$ cat config.mk
export PLATFORM = sky130hd
export DESIGN_NAME = forward_scoreboard
export DESIGN_NICKNAME = d
export VERILOG_FILES = /design/src/rtl/forward_scoreboard.sv
export SDC_FILE = /design/constraint.sdc
export NUM_CORES = 1
export LEC_CHECK = 0
export CORE_MARGIN = 10
export CORE_UTILIZATION = 35
export DETAILED_ROUTE_END_ITERATION = 8
export HOLD_SLACK_MARGIN = 0.06
export SKIP_CTS_REPAIR_TIMING = 1
export SLEW_MARGIN = 20
export SYNTH_ARGS = -nofsm -noshare
export SYNTH_HDL_FRONTEND = slang
export SYNTH_SLANG_ARGS = --single-unit
$ cat constraint.sdc
create_clock -name clk -period 3.7 [get_ports clk]
set_input_delay 0.74 -clock clk [delete_from_list [all_inputs] [get_ports clk]]
set_output_delay 0.74 -clock clk [all_outputs]
set_load 0.01 [all_outputs]
$ cat src/rtl/forward_scoreboard.sv
// Forwarding / hazard scoreboard for a short in-order pipeline.
//
// Tracks the destinations of the last DEPTH instructions that left EX
// (entry 0 = MEM, entry DEPTH-1 = oldest) and, for the instruction currently
// in EX, produces per-source bypass selects and a stall request.
//
// Ports:
//   clk, rst_n            clock, asynchronous active-low reset
//   forward_en            1 = forwarding mode, 0 = stall-only mode
//   freeze                hold all tracked entries (SRAM wait)
//   flush                 clear all tracked entries on the edge
//   issue_valid           an instruction occupies EX this cycle
//   issue_wb_en           EX instruction writes a register
//   issue_is_load         EX instruction is a load
//   issue_dest            EX instruction destination register
//   src                   packed EX source addresses, field i = [i*REG_AW +: REG_AW]
//   src_used              bit i set when source i is read
//   sel                   packed selects, 0 = register file, k = entry k-1
//   stall                 hazard that forwarding cannot resolve
//   stall_count           saturating count of non-frozen stall cycles
module forward_scoreboard #(
  parameter int unsigned REG_AW  = 4,
  parameter int unsigned NUM_SRC = 2,
  parameter int unsigned DEPTH   = 2,
  localparam int unsigned SEL_W  = $clog2(DEPTH + 1)
) (
  input  logic                       clk,
  input  logic                       rst_n,
  input  logic                       forward_en,
  input  logic                       freeze,
  input  logic                       flush,
  input  logic                       issue_valid,
  input  logic                       issue_wb_en,
  input  logic                       issue_is_load,
  input  logic [REG_AW-1:0]          issue_dest,
  input  logic [NUM_SRC*REG_AW-1:0]  src,
  input  logic [NUM_SRC-1:0]         src_used,
  output logic [NUM_SRC*SEL_W-1:0]   sel,
  output logic                       stall,
  output logic [15:0]                stall_count
);

  logic [DEPTH-1:0]             ent_valid_q;
  logic [DEPTH-1:0]             ent_wb_en_q;
  logic [DEPTH-1:0]             ent_is_load_q;
  logic [DEPTH-1:0][REG_AW-1:0] ent_dest_q;

  logic [NUM_SRC-1:0][DEPTH-1:0] hit;
  logic                          any_hit;
  logic                          load_use;

  always_comb begin
    hit = '0;
    for (int i = 0; i < NUM_SRC; i++) begin
      for (int k = 0; k < DEPTH; k++) begin
        hit[i][k] = ent_valid_q[k] & ent_wb_en_q[k] & src_used[i] &
                    (ent_dest_q[k] == src[i*REG_AW +: REG_AW]);
      end
    end
  end

  always_comb begin
    sel      = '0;
    any_hit  = 1'b0;
    load_use = 1'b0;
    for (int i = 0; i < NUM_SRC; i++) begin
      // Walk oldest to youngest so the youngest producer overwrites the select.
      for (int k = DEPTH - 1; k >= 0; k--) begin
        if (hit[i][k]) begin
          any_hit = 1'b1;
          if (forward_en) begin
            sel[i*SEL_W +: SEL_W] = SEL_W'(k + 1);
          end
        end
      end
      // A load still in MEM has no data to bypass yet.
      if (hit[i][0] && ent_is_load_q[0]) begin
        load_use = 1'b1;
      end
    end
    stall = issue_valid & (forward_en ? load_use : any_hit);
  end

  always_ff @(posedge clk or negedge rst_n) begin
    if (!rst_n) begin
      ent_valid_q   <= '0;
      ent_wb_en_q   <= '0;
      ent_is_load_q <= '0;
      ent_dest_q    <= '0;
    end else if (flush) begin
      ent_valid_q <= '0;
    end else if (!freeze) begin
      for (int k = DEPTH - 1; k >= 1; k--) begin
        ent_valid_q[k]   <= ent_valid_q[k-1];
        ent_wb_en_q[k]   <= ent_wb_en_q[k-1];
        ent_is_load_q[k] <= ent_is_load_q[k-1];
        ent_dest_q[k]    <= ent_dest_q[k-1];
      end
      // A stalled instruction stays in EX; a bubble goes down the pipe instead.
      ent_valid_q[0]   <= issue_valid & ~stall;
      ent_wb_en_q[0]   <= issue_wb_en;
      ent_is_load_q[0] <= issue_is_load;
      ent_dest_q[0]    <= issue_dest;
    end
  end

  always_ff @(posedge clk or negedge rst_n) begin
    if (!rst_n) begin
      stall_count <= '0;
    end else if (stall && !freeze && (stall_count != 16'hFFFF)) begin
      stall_count <= stall_count + 16'd1;
    end
  end

endmodule

# Word-level counts from Yosys, hierarchy flattened
# Cells that the tools add are included.
[totals] ff_bits=29 wordCells=50
[classes] addsub=1 n_eq_ne=6 n_mux=16 bitwise_logic=15 reduce_logical=6
[ops] cell="$mux 2" count=9
[ops] cell="$add 16x1->16 const B" count=1
[ops] cell="$eq 4x4->1" count=4
[ops] cell="$ne 16x16->1 const B" count=1
[ops] cell="$and 1x1->1" count=12
[ops] cell="$mux 1" count=7
[ops] cell="$logic_and 1x1->1" count=4
[ops] cell="$not 1->1" count=3
[ops] cell="$ne 2x1->1 const B" count=1
[ops] cell="$reduce_and 2->1" count=1
[ops] cell="$logic_not 1->1" count=1

# Depth between registers and ports, before layout
[depth] ltp_word=13 mapped_depth=8

# Least setup slack after synthesis
# No wires, ideal clock.
[synth_path] kind="input-to-output" start="input src[3]" end="output stall" arrival_time_ns=1.676 required_ns=2.960 path_slack_ns=1.284 stages=5 n_path_buf=0 path_cell_list="xor2_1 > nor3_2 > a22oi_1 > o22ai_2 > and2_1"
[synth_via] elab_chain_len=8
[synth_rtl] element="start: declaration" line="36" text="input logic [NUM_SRC*REG_AW-1:0] src,"
[synth_rtl] element="$eq 4x4->1" line="57" text="(ent_dest_q[k] == src[i*REG_AW +: REG_AW]);"
[synth_rtl] element="$and 1x1->1" line="56" text="hit[i][k] = ent_valid_q[k] & ent_wb_en_q[k] & src_used[i] &"
[synth_rtl] element="$mux 1 (4 in a row)" line="69" text="if (hit[i][k]) begin"
[synth_rtl] element="$mux 1 *" line="81" text="stall = issue_valid & (forward_en ? load_use : any_hit);"
[synth_rtl] element="$and 1x1->1 *" line="81"
[synth_rtl] element="end: declaration" line="39" text="output logic stall,"
# Every way passes the cells marked *; elsewhere a longest branch is shown, timed or not.

# Worst setup path after layout
# Same ends and word-level chain as after synthesis.

==> run summary <==
Clock skew on the completed layout was measured at 0.00723 ns. The internal power was 0.538 mW. Counting every instance in the synthesized netlist gives 146.

Across all layers, the routed design uses 1,232 vias. Once detail routing completed, the nets flagged for antenna violations numbered 0. Max-cap violations in this run came to 0.

The diode insertion count for antenna repair was 0; the clock slew seen by the registers of the worst setup and hold paths was 0.06 ns. For the top-level I/O count, the log shows 43. The final period utilization is 0.908. The type of the worst setup path is input pin to primary output. Across all setup checks in the final design, the least slack found is 0.341 ns. For the count of placed standard cells including taps, the log shows 237. The tools report the final cell utilization of the core as 0.491.

The number of nets in the synthesized netlist is 169. Dividing the synthesized area by the synthesized cell count gives 11.0 sq um. The tools report the number of global-route vias before repair as 1,382. TritonCTS built the clock tree.

Total power for the finished layout comes to 0.730 mW. The global router's overall resource usage is 0.108. Clock tree synthesis found a total of 29 sinks.

The count of buffers added on input and output ports is 42. The share of final-layout standard cells stronger than drive strength 1 came out at 0.171. The cell area that synthesis handed to floorplanning was 0.00161 sq mm. The total clock buffers created by CTS is 5. For this run, the top clock speed supported by timing is 298 MHz. The initial standard-cell utilization of the core came out at 0.365. In this run the static leakage power is 0.928 nW. Synthesis inferred 29 register bits.

The proportion of power drawn by the clock network was 0.335. The worst setup path is captured at a primary output. The overall die width is 87.8 um, and the count of yosys warnings during synthesis is 0.

For this design the total switching power over the nets is 0.192 mW. The tools report the number of max-slew violations in the final report as 0. Setup total negative slack on the finished layout was measured at 0 ns. Clock tree synthesis selected as its root buffer the cell clkbuf_8. The wire-length estimate of the detail-placed layout is 3020 um.

The tools report the critical path startpoint category as an input pin. The die height works out to 87.8 um. STA puts the critical path data required time at 2.96 ns. Dividing the detail-routed wire length by the instance count gives 16.0 um.

Global-route wire length before repair: 6710 um. From synthesis to final layout, the design area changed by 34.5%. Data arrives at the worst endpoint at 2.62 ns.

The final layout contains routed wiring with a total length of 3910 um. The flow ran to the end, and the final reports show no timing, DRC or antenna violations. Global routing finished with a remaining overflow of 0. For the number of antenna violations at the first check in global routing, the log shows 0. Power spread over the standard cell area amounts to 337 mW/mm^2. The number of remaining DRC errors is 0, and the number of design-rule violations left by the first detailed-router iteration is 37. Pin count of the biggest net entering global routing: 30. The share of total power consumed by net switching is 0.263, and the H-tree depth is 2. The count of filler cells inserted in the layout was 402; the count of unique library cells instantiated by Yosys was 29.

Setup repair after global routing left no endpoint under its margin. The portion of the post-synthesis area used by sequential elements was 0.451. For the pin with the worst max-slew slack, the measured transition is 0.907 ns. The path class of the tightest hold or removal check is flop to flop. Setup violations remaining at the end of the flow were counted as 0. The tools report the count of TritonRoute iterations in the first routing pass as 4. The maximum fanout along the worst path came out at 3.

Prior to clock tree synthesis, the placed netlist has a worst setup slack of 0.319 ns. The relative contribution of combinational cells to total power is 0.158, and the per-cell via count in the routed design is 5.03. The longest clock path from root to sink contains 2 buffers. Clock latency reported for the late side of the worst-skew pair: 0.27 ns. The net count of the finished layout is 215. The worst relative slew slack is 0.393. The floorplan row count is 24, and the minimum period implied by the final worst setup slack is 3.36 ns. IR analysis of the VDD net gives a maximum drop of 0.000177 V. The tools report the sequential share of power as 0.507. The count of placed standard cells in the final layout, fillers left out is 245.

The core region is 0.00441 sq mm. The logs give 0.00771 sq mm for the area of the die and 0.889 for the global placement routability congestion. The tools report the final hold violation count as 0.
[cells in the final DEF (no fill, tap or decap)]
| master | n |
|---|---|
| clkdlybuf4s50_1 | 42 |
| dfrtp_1 | 29 |
| xor2_1 | 25 |
| nand3_1 | 14 |
| mux2_2 | 11 |
| nor2_1 | 10 |
| nor3_2 | 10 |
| and3_1 | 7 |
| xnor2_1 | 6 |
| nand2_1 | 5 |
| clkbuf_8 | 5 |
| nand4_1 | 4 |
| a22oi_1 | 3 |
| and4_1 | 3 |
| nor3_1 | 2 |
| clkinv_2 | 2 |
| buf_4 | 2 |
| inv_1 | 1 |
| o22ai_2 | 1 |
| and2_1 | 1 |
| a211oi_1 | 1 |
| o22a_1 | 1 |
| nor2b_1 | 1 |
| mux2i_1 | 1 |
| nand3_2 | 1 |
| nand2b_1 | 1 |
| a31oi_2 | 1 |
| mux2_1 | 1 |
| ha_1 | 1 |
| clkbuf_1 | 1 |
[routing by layer]
layer | vias to the layer above | track usage | routed length (um)
met5 | - | 0 | 0
met4 | 0 | 0.0391 | 46
met3 | 5 | 0.0483 | 351
met2 | 35 | 0.175 | 1840
met1 | 587 | 0.123 | 1670
li1 | 605 | - | -
[critical path: stages]
cell,delay [ns]
clkdlybuf4s50_1,0.45
xor2_1,0.19
nor3_2,0.23
a22oi_1,0.15
o22ai_2,0.17
and2_1,0.14
clkdlybuf4s50_1,0.54
[state kept, by name, indices dropped and copies added (netlist names)]
name and cells:
ent_dest_q 8, ent_valid_q 2, stall_count 16, ent_is_load_q 1, ent_wb_en_q 2
[per-stage QoR]
step / hold slack [ns] / instance area [sq um]
5_1_grt: 0.519 / 2170
2_1_floorplan: 0.444 / 1610
6_report: 0.493 / 2170
4_1_cts: 0.496 / 2170
3_5_place_dp: 0.485 / 2080
3_3_place_gp: 0.476 / 2080
[cells in the mapped netlist, drive strengths merged]
cell type | number | area share
nand3 | 15 | 0.050
dfrtp | 29 | 0.45
nor2 | 10 | 0.023
and2 | 1 | 0.0039
a31oi | 1 | 0.0078
nand2b | 1 | 0.0039
nor3 | 12 | 0.068
a22oi | 3 | 0.014
o22a | 1 | 0.0054
a211oi | 1 | 0.0047
o22ai | 1 | 0.0078
and4 | 3 | 0.016
clkbuf | 2 | 0.0047
inv | 1 | 0.0023
nand4 | 4 | 0.016
ha | 1 | 0.0078
nand2 | 5 | 0.012
and3 | 7 | 0.027
xor2 | 25 | 0.14
xnor2 | 6 | 0.033
buf | 3 | 0.012
nor2b | 1 | 0.0039
mux2i | 1 | 0.0062
mux2 | 12 | 0.084
[final cells by class]
type | instances | area, sq um | area share
clock buffers | 6 | 72.6 | 0.0335
clock inverters | 2 | 10.0 | 0.00462
inverters | 1 | 3.75 | 0.00173
multi-input cells | 111 | 853 | 0.394
flip-flops and latches | 29 | 726 | 0.335
well taps | 52 | 65.1 | 0.0300
repair buffers | 44 | 435 | 0.201
[power by group through the flow]
| stage | Clock (mW) | Sequential (mW) | Combinational [mW] |
|---|---|---|---|
| finish | 0.245 | 0.370 | 0.115 |
| global route | 0.270 | 0.375 | 0.131 |
| CTS | 0.253 | 0.371 | 0.118 |
| detailed placement | 0 | 0.377 | 0.117 |
| global placement | 0 | 0.376 | 0.114 |
| floorplan | 0 | 0.370 | 0.0680 |
[cells by family (layout without fill, tap and decap cells)]
family	after synthesis	count (layout)	share of synthesized area
flops	29	29	0.451
compound gates	7	7	0.0396
xor+xnor	31	31	0.169
mux	13	13	0.0901
buf+inv	6	53	0.0194
simple gates	59	59	0.224
fa+ha+maj	1	1	0.00777
[worst paths after layout]
| check | start | to | slack (ns) | depth (start not counted) |
|---|---|---|---|---|
| max reg2reg | stall_count[0]$_DFFE_PN0P_ | stall_count[1]$_DFFE_PN0P_ | 1.68 | 6 |
| min | stall_count[9]$_DFFE_PN0P_ | stall_count[9]$_DFFE_PN0P_ | 0.49 | 1 |
| min in group asynchronous | rst_n | stall_count[2]$_DFFE_PN0P_ | 0.86 | 2 |
| max | src[3] | stall | 0.34 | 7 |
| max in group asynchronous | rst_n | ent_dest_q[7]$_DFFE_PN0P_ | 2.56 | 2 |
| min reg2reg | stall_count[9]$_DFFE_PN0P_ | stall_count[9]$_DFFE_PN0P_ | 0.49 | 1 |
(Power assumes the default switching activity.)
